File: config.mk
export PLATFORM = sky130hd
export DESIGN_NAME = pic_ctrl
export DESIGN_NICKNAME = d
export VERILOG_FILES = /design/src/rtl/pic_ctrl.sv
export SDC_FILE = /design/constraint.sdc
export NUM_CORES = 1
export LEC_CHECK = 0
export CAP_MARGIN = 20
export CORE_ASPECT_RATIO = 1.1
export CORE_MARGIN = 2
export CORE_UTILIZATION = 39
export DETAILED_ROUTE_END_ITERATION = 7
export MAX_ROUTING_LAYER = met4
export PLACE_DENSITY = 0.71
export SKIP_CTS_REPAIR_TIMING = 1
export SLEW_MARGIN = 20
export SYNTH_ARGS = -nofsm -noshare
export SYNTH_HDL_FRONTEND = slang
export SYNTH_SLANG_ARGS = --single-unit
File: constraint.sdc
create_clock -name clk -period 2.69 [get_ports clk]
set_input_delay 0.538 -clock clk [delete_from_list [all_inputs] [get_ports clk]]
set_output_delay 0.538 -clock clk [all_outputs]
set_load 0.01 [all_outputs]
File: src/rtl/pic_ctrl.sv
// pic_ctrl: four-phase instruction sequencer and decoder for a PIC10F200-class
// core. Owns pc, ir and the two-entry return stack; the next word is fetched
// while the current one executes, and control-flow changes bubble that word.
module pic_ctrl #(
    parameter logic [7:0] RESET_PC = 8'hFF
) (
    input  logic        clk,
    input  logic        rst,
    input  logic [11:0] instr,
    input  logic        alu_zero,
    input  logic        bit_val,
    output logic [7:0]  pc,
    output logic [11:0] ir,
    output logic        exec_valid,
    output logic [1:0]  q,
    output logic        sel,
    output logic [7:0]  literal,
    output logic [4:0]  f_addr,
    output logic [4:0]  alu_op,
    output logic        w_we,
    output logic        f_we
);

    logic [7:0] s0, s1;
    logic       dec_w, dec_f;
    logic       is_goto, is_call, is_retlw, is_fsz, is_btfsc, is_btfss;
    logic       skip_taken, flush, q4;

    assign literal = ir[7:0];
    assign f_addr  = ir[4:0];
    assign q4      = (q == 2'd3);

    // Decode the executing word into datapath controls and flow-control flags.
    always_comb begin
        dec_w    = 1'b0;
        dec_f    = 1'b0;
        sel      = 1'b0;
        alu_op   = 5'b00000;
        is_goto  = 1'b0;
        is_call  = 1'b0;
        is_retlw = 1'b0;
        is_fsz   = 1'b0;
        is_btfsc = 1'b0;
        is_btfss = 1'b0;
        case (ir[11:10])
            2'b00: begin
                if (ir[9:6] >= 4'b0010) begin
                    // Byte-oriented file ops; d chooses the destination.
                    alu_op = {1'b0, ir[9:6]};
                    dec_f  = ir[5];
                    dec_w  = ~ir[5];
                    is_fsz = (ir[9:6] == 4'b1011) || (ir[9:6] == 4'b1111);
                end else if (ir[9:5] == 5'b00001) begin
                    dec_f  = 1'b1;                 // MOVWF, ALU passes W
                end else if (ir[9:5] == 5'b00011) begin
                    dec_f  = 1'b1;                 // CLRF
                    alu_op = 5'b00001;
                end else if (ir[9:0] == 10'b0001000000) begin
                    dec_w  = 1'b1;                 // CLRW
                    alu_op = 5'b00001;
                end
                // Remaining 0000_00xx_xxxx words (OPTION, SLEEP, ...) act as NOP.
            end
            2'b01: begin
                alu_op   = {3'b110, ir[9:8]};
                dec_f    = ~ir[9];                 // BCF / BSF
                is_btfsc = (ir[9:8] == 2'b10);
                is_btfss = (ir[9:8] == 2'b11);
            end
            2'b10: begin
                if (ir[9]) begin
                    is_goto = 1'b1;
                end else if (ir[8]) begin
                    is_call = 1'b1;
                end else begin
                    is_retlw = 1'b1;
                    dec_w    = 1'b1;
                    sel      = 1'b1;
                    alu_op   = 5'b01000;
                end
            end
            default: begin
                dec_w = 1'b1;
                sel   = 1'b1;
                case (ir[9:8])
                    2'b00:   alu_op = 5'b01000;    // MOVLW
                    2'b01:   alu_op = 5'b00100;    // IORLW
                    2'b10:   alu_op = 5'b00101;    // ANDLW
                    default: alu_op = 5'b00110;    // XORLW
                endcase
            end
        endcase
    end

    assign skip_taken = (is_fsz & alu_zero) | (is_btfsc & ~bit_val) | (is_btfss & bit_val);
    assign flush      = exec_valid & (is_goto | is_call | is_retlw | skip_taken);

    // Strobes fire once per real instruction, in Q4, and never while in reset.
    assign w_we = dec_w & exec_valid & q4 & ~rst;
    assign f_we = dec_f & exec_valid & q4 & ~rst;

    // Phase counter, pc, instruction register and valid flag; Q4 edge retires.
    always_ff @(posedge clk) begin
        if (rst) begin
            q          <= 2'd0;
            pc         <= RESET_PC;
            ir         <= 12'h000;
            exec_valid <= 1'b0;
        end else begin
            q <= q + 2'd1;
            if (q4) begin
                ir         <= flush ? 12'h000 : instr;
                exec_valid <= ~flush;
                if (exec_valid && (is_goto || is_call))
                    pc <= ir[7:0];
                else if (exec_valid && is_retlw)
                    pc <= s0;
                else
                    pc <= pc + 8'd1;
            end
        end
    end

    // Two-entry return stack: push drops the oldest, pop leaves s1 in place.
    always_ff @(posedge clk) begin
        if (rst) begin
            s0 <= 8'h00;
            s1 <= 8'h00;
        end else if (q4 && exec_valid) begin
            if (is_call) begin
                s1 <= s0;
                s0 <= pc;
            end else if (is_retlw) begin
                s0 <= s1;
            end
        end
    end

endmodule

==> flow_metrics.tcl, run 1 <==
set metrics [dict create \
    fp.dieH_um 80.6 \
    cts_tree "yes" \
    skew_ps 6.28 \
    placed_cell_area_mm2 0.00266 \
    pre_cts_ws_ps 281 \
    syn2layout_area_growth_pct 32.9 \
    ant_nets 0 \
    hold_violations 0 \
    die_w_um 73.6 \
    grt_max_degree 29 \
    period_share_pct 92.7 \
    setup_ws_ps 196 \
    start_util_pct 41.0 \
    cp_slowest_cell "dfxtp_1" \
    synth_area_leaders "dfxtp_1 (38%), mux2i_1 (5.8%), buf_4 (5.8%)" \
    design_area_mm2 0.00276 \
    ir_drop_v 0.000278 \
    ys_ff_latch 39 \
    synth_edf_count 0 \
    crit_family "buffers and inverters" \
    power.density_mw_per_mm2 466 \
    synth_warnings 0 \
    grt_pass1_wl_mm 8.58 \
    clockPowerShare_pct 34.2 \
    synth.distinct_cells 52 \
    insertion_delay_ps 290 \
    wirelength_mm 5.35 \
    yosys-top-cells-count "dfxtp_1 (39), nand2_1 (30), nor2_1 (23)" \
    synth_most_common_cell "dfxtp_1" \
    port_buffers 59 \
    intPower_w 0.000953 \
    cts-root-buf "clkbuf_8" \
    max_stage_delay_ps 640 \
    hold_path_class "flop to flop" \
    relSlewSlack_pct 54.6 \
    switching_share_pct 25.9 \
    via_count 1927 \
    core_area_mm2 0.00507 \
    synth_top_cell_by_area "dfxtp_1" \
    dr.first_iter.drc_count 154 \
    grt_pass1_vias 1738 \
    clock_path_buffers 2 \
    die-area_mm2 0.00593 \
    worstMarginPinSlew_ps 678 \
    status "finished, final reports clean" \
    seq_power_share_pct 48.5 \
    path_max_fanout 14 \
    synth.yosys.seq_area_share_pct 37.5 \
    rows 27 \
    nFillCells 494 \
    nets 310 \
    fmax_mhz 401 \
    rrSetupSlack_ps 500 \
    drv_cap 0 \
    leakagePower_nw 0.981 \
    cp-end-kind "output port" \
    synth_top_area_share_pct 37.5 \
    path_cells "buf_4 > nor3_1 > a21oi_1 > clkdlybuf4s50_1" \
    htreeDepth 2 \
    syn-num-nets 260 \
    switching_power_w 0.000333 \
    gp_congestion 0.823 \
    diodes 0 \
    cts_buffers 5 \
    cts.clk_slew.worst_paths_ps 80 \
    hpwlAfterDp_mm 3.85 \
    path_buf_inv 2 \
    power_w 0.00129 \
    crit_type "flop to output port" \
    netlist_area_mm2 0.00208 \
    synthFlopType "dfxtp_1" \
    drc 0 \
    setup_viol 0 \
    drive_gt1_share_pct 9.90 \
    viasPerCell 5.49 \
    synth_area_per_cell_um2 8.59 \
    fin_hold_ws_ps 447 \
    rsz0062_at_grt "false" \
    ios 60 \
    arrival_ps 1960 \
    startpoint_type "flop" \
    required_ps 2150 \
    min_period_ps 2490 \
    pwr-share-comb_pct 17.3 \
    grt_antenna_before_repair 0 \
    track_usage_pct 19.4 \
    async_flop_share_pct 0 \
    wl_per_cell_um 15.2 \
    grt_remaining_overflow 0 \
    synthCells 242 \
    slew_violations 0 \
    clock-sinks 39 \
    drt_pre_antenna_iters 4 \
]
==> worst paths after layout <==
path                            startpoint   endpoint  depth (start not counted)
worst max-delay path                ir[11]  alu_op[3]                          4
worst min register to register        q[0]       q[0]                          1
worst min-delay path                  q[0]       q[0]                          1
worst max register to register       ir[8]      s1[2]                          6
==> per-stage QoR <==
stage	instances	TNS [ps]	util [%]
3_5_place_dp	343	0	52.4
6_report	351	0	54.5
3_3_place_gp	343	0	52.4
5_1_grt	351	0	54.5
2_1_floorplan	242	0	-
4_1_cts	351	-39.5	54.4
==> worst register-to-register path, delay by kind of cell, from the launching register on <==
family                 cells  cell delay (ps)
flip-flops                 1              580
AND/OR/NAND/NOR            3              780
multiplexers               1              210
buffers and inverters      2              500
==> cells by family after synthesis <==
logic type / Yosys count / synth area share [%]
buf+inv: 32 / 9.33
fa+ha+maj: 2 / 1.20
mux: 13 / 6.32
flops: 39 / 37.5
compound gates: 57 / 21.7
xor+xnor: 1 / 0.421
simple gates: 98 / 23.5
==> sequential cells by signal (all words and copies together) (netlist names) <==
register,flops
exec_valid,1
ir,12
pc,8
q,2
s0,8
s1,8
==> layout make-up <==
type	count	area, um2	area share, %
clock buffer	8	100	3.62
sequential	39	781	28.3
timing repair buffer	72	693	25.1
tap	58	72.6	2.63
inverter	3	11.3	0.408
multi-input combinational	171	1100	40.0
==> power groups by stage <==
| stage | registers [W] | clock network, W | logic [W] |
|---|---|---|---|
| floorplan | 0.000635 | 0 | 0.000120 |
| global placement | 0.000636 | 0 | 0.000222 |
| detailed placement | 0.000637 | 0 | 0.000223 |
| CTS | 0.000623 | 0.000446 | 0.000224 |
| global route | 0.000628 | 0.000476 | 0.000242 |
| finish | 0.000624 | 0.000440 | 0.000223 |
==> cells in the final DEF (no fill, tap or decap), drive strengths merged, types with 4 or more instances in the layout <==
master,netlist,layout
nand3,7,7
clkdlybuf4s50,0,57
nand2,30,30
a21oi,7,7
nor2,23,23
nor2b,11,11
dfxtp,39,39
o21ai,4,4
mux2i,12,12
a31oi,5,5
clkbuf,4,8
a22o,10,10
o31ai,11,11
nor3,8,8
buf,25,13
==> layer usage <==
layer / wire length (um) / track usage, %
met1: 2560 / 26.7
met2: 2450 / 28.6
met3: 274 / 4.27
met4: 60 / 5.09
met5: 0 / -
No activity file was read; power rests on OpenSTA's default activity.
==> inputs of run 2 (changes only) <==
Settings changed: TNS_END_PERCENT from default to 20.
==> results of run 2 <==
No change in the layout: final DEF, timing and power equal those of run 1.
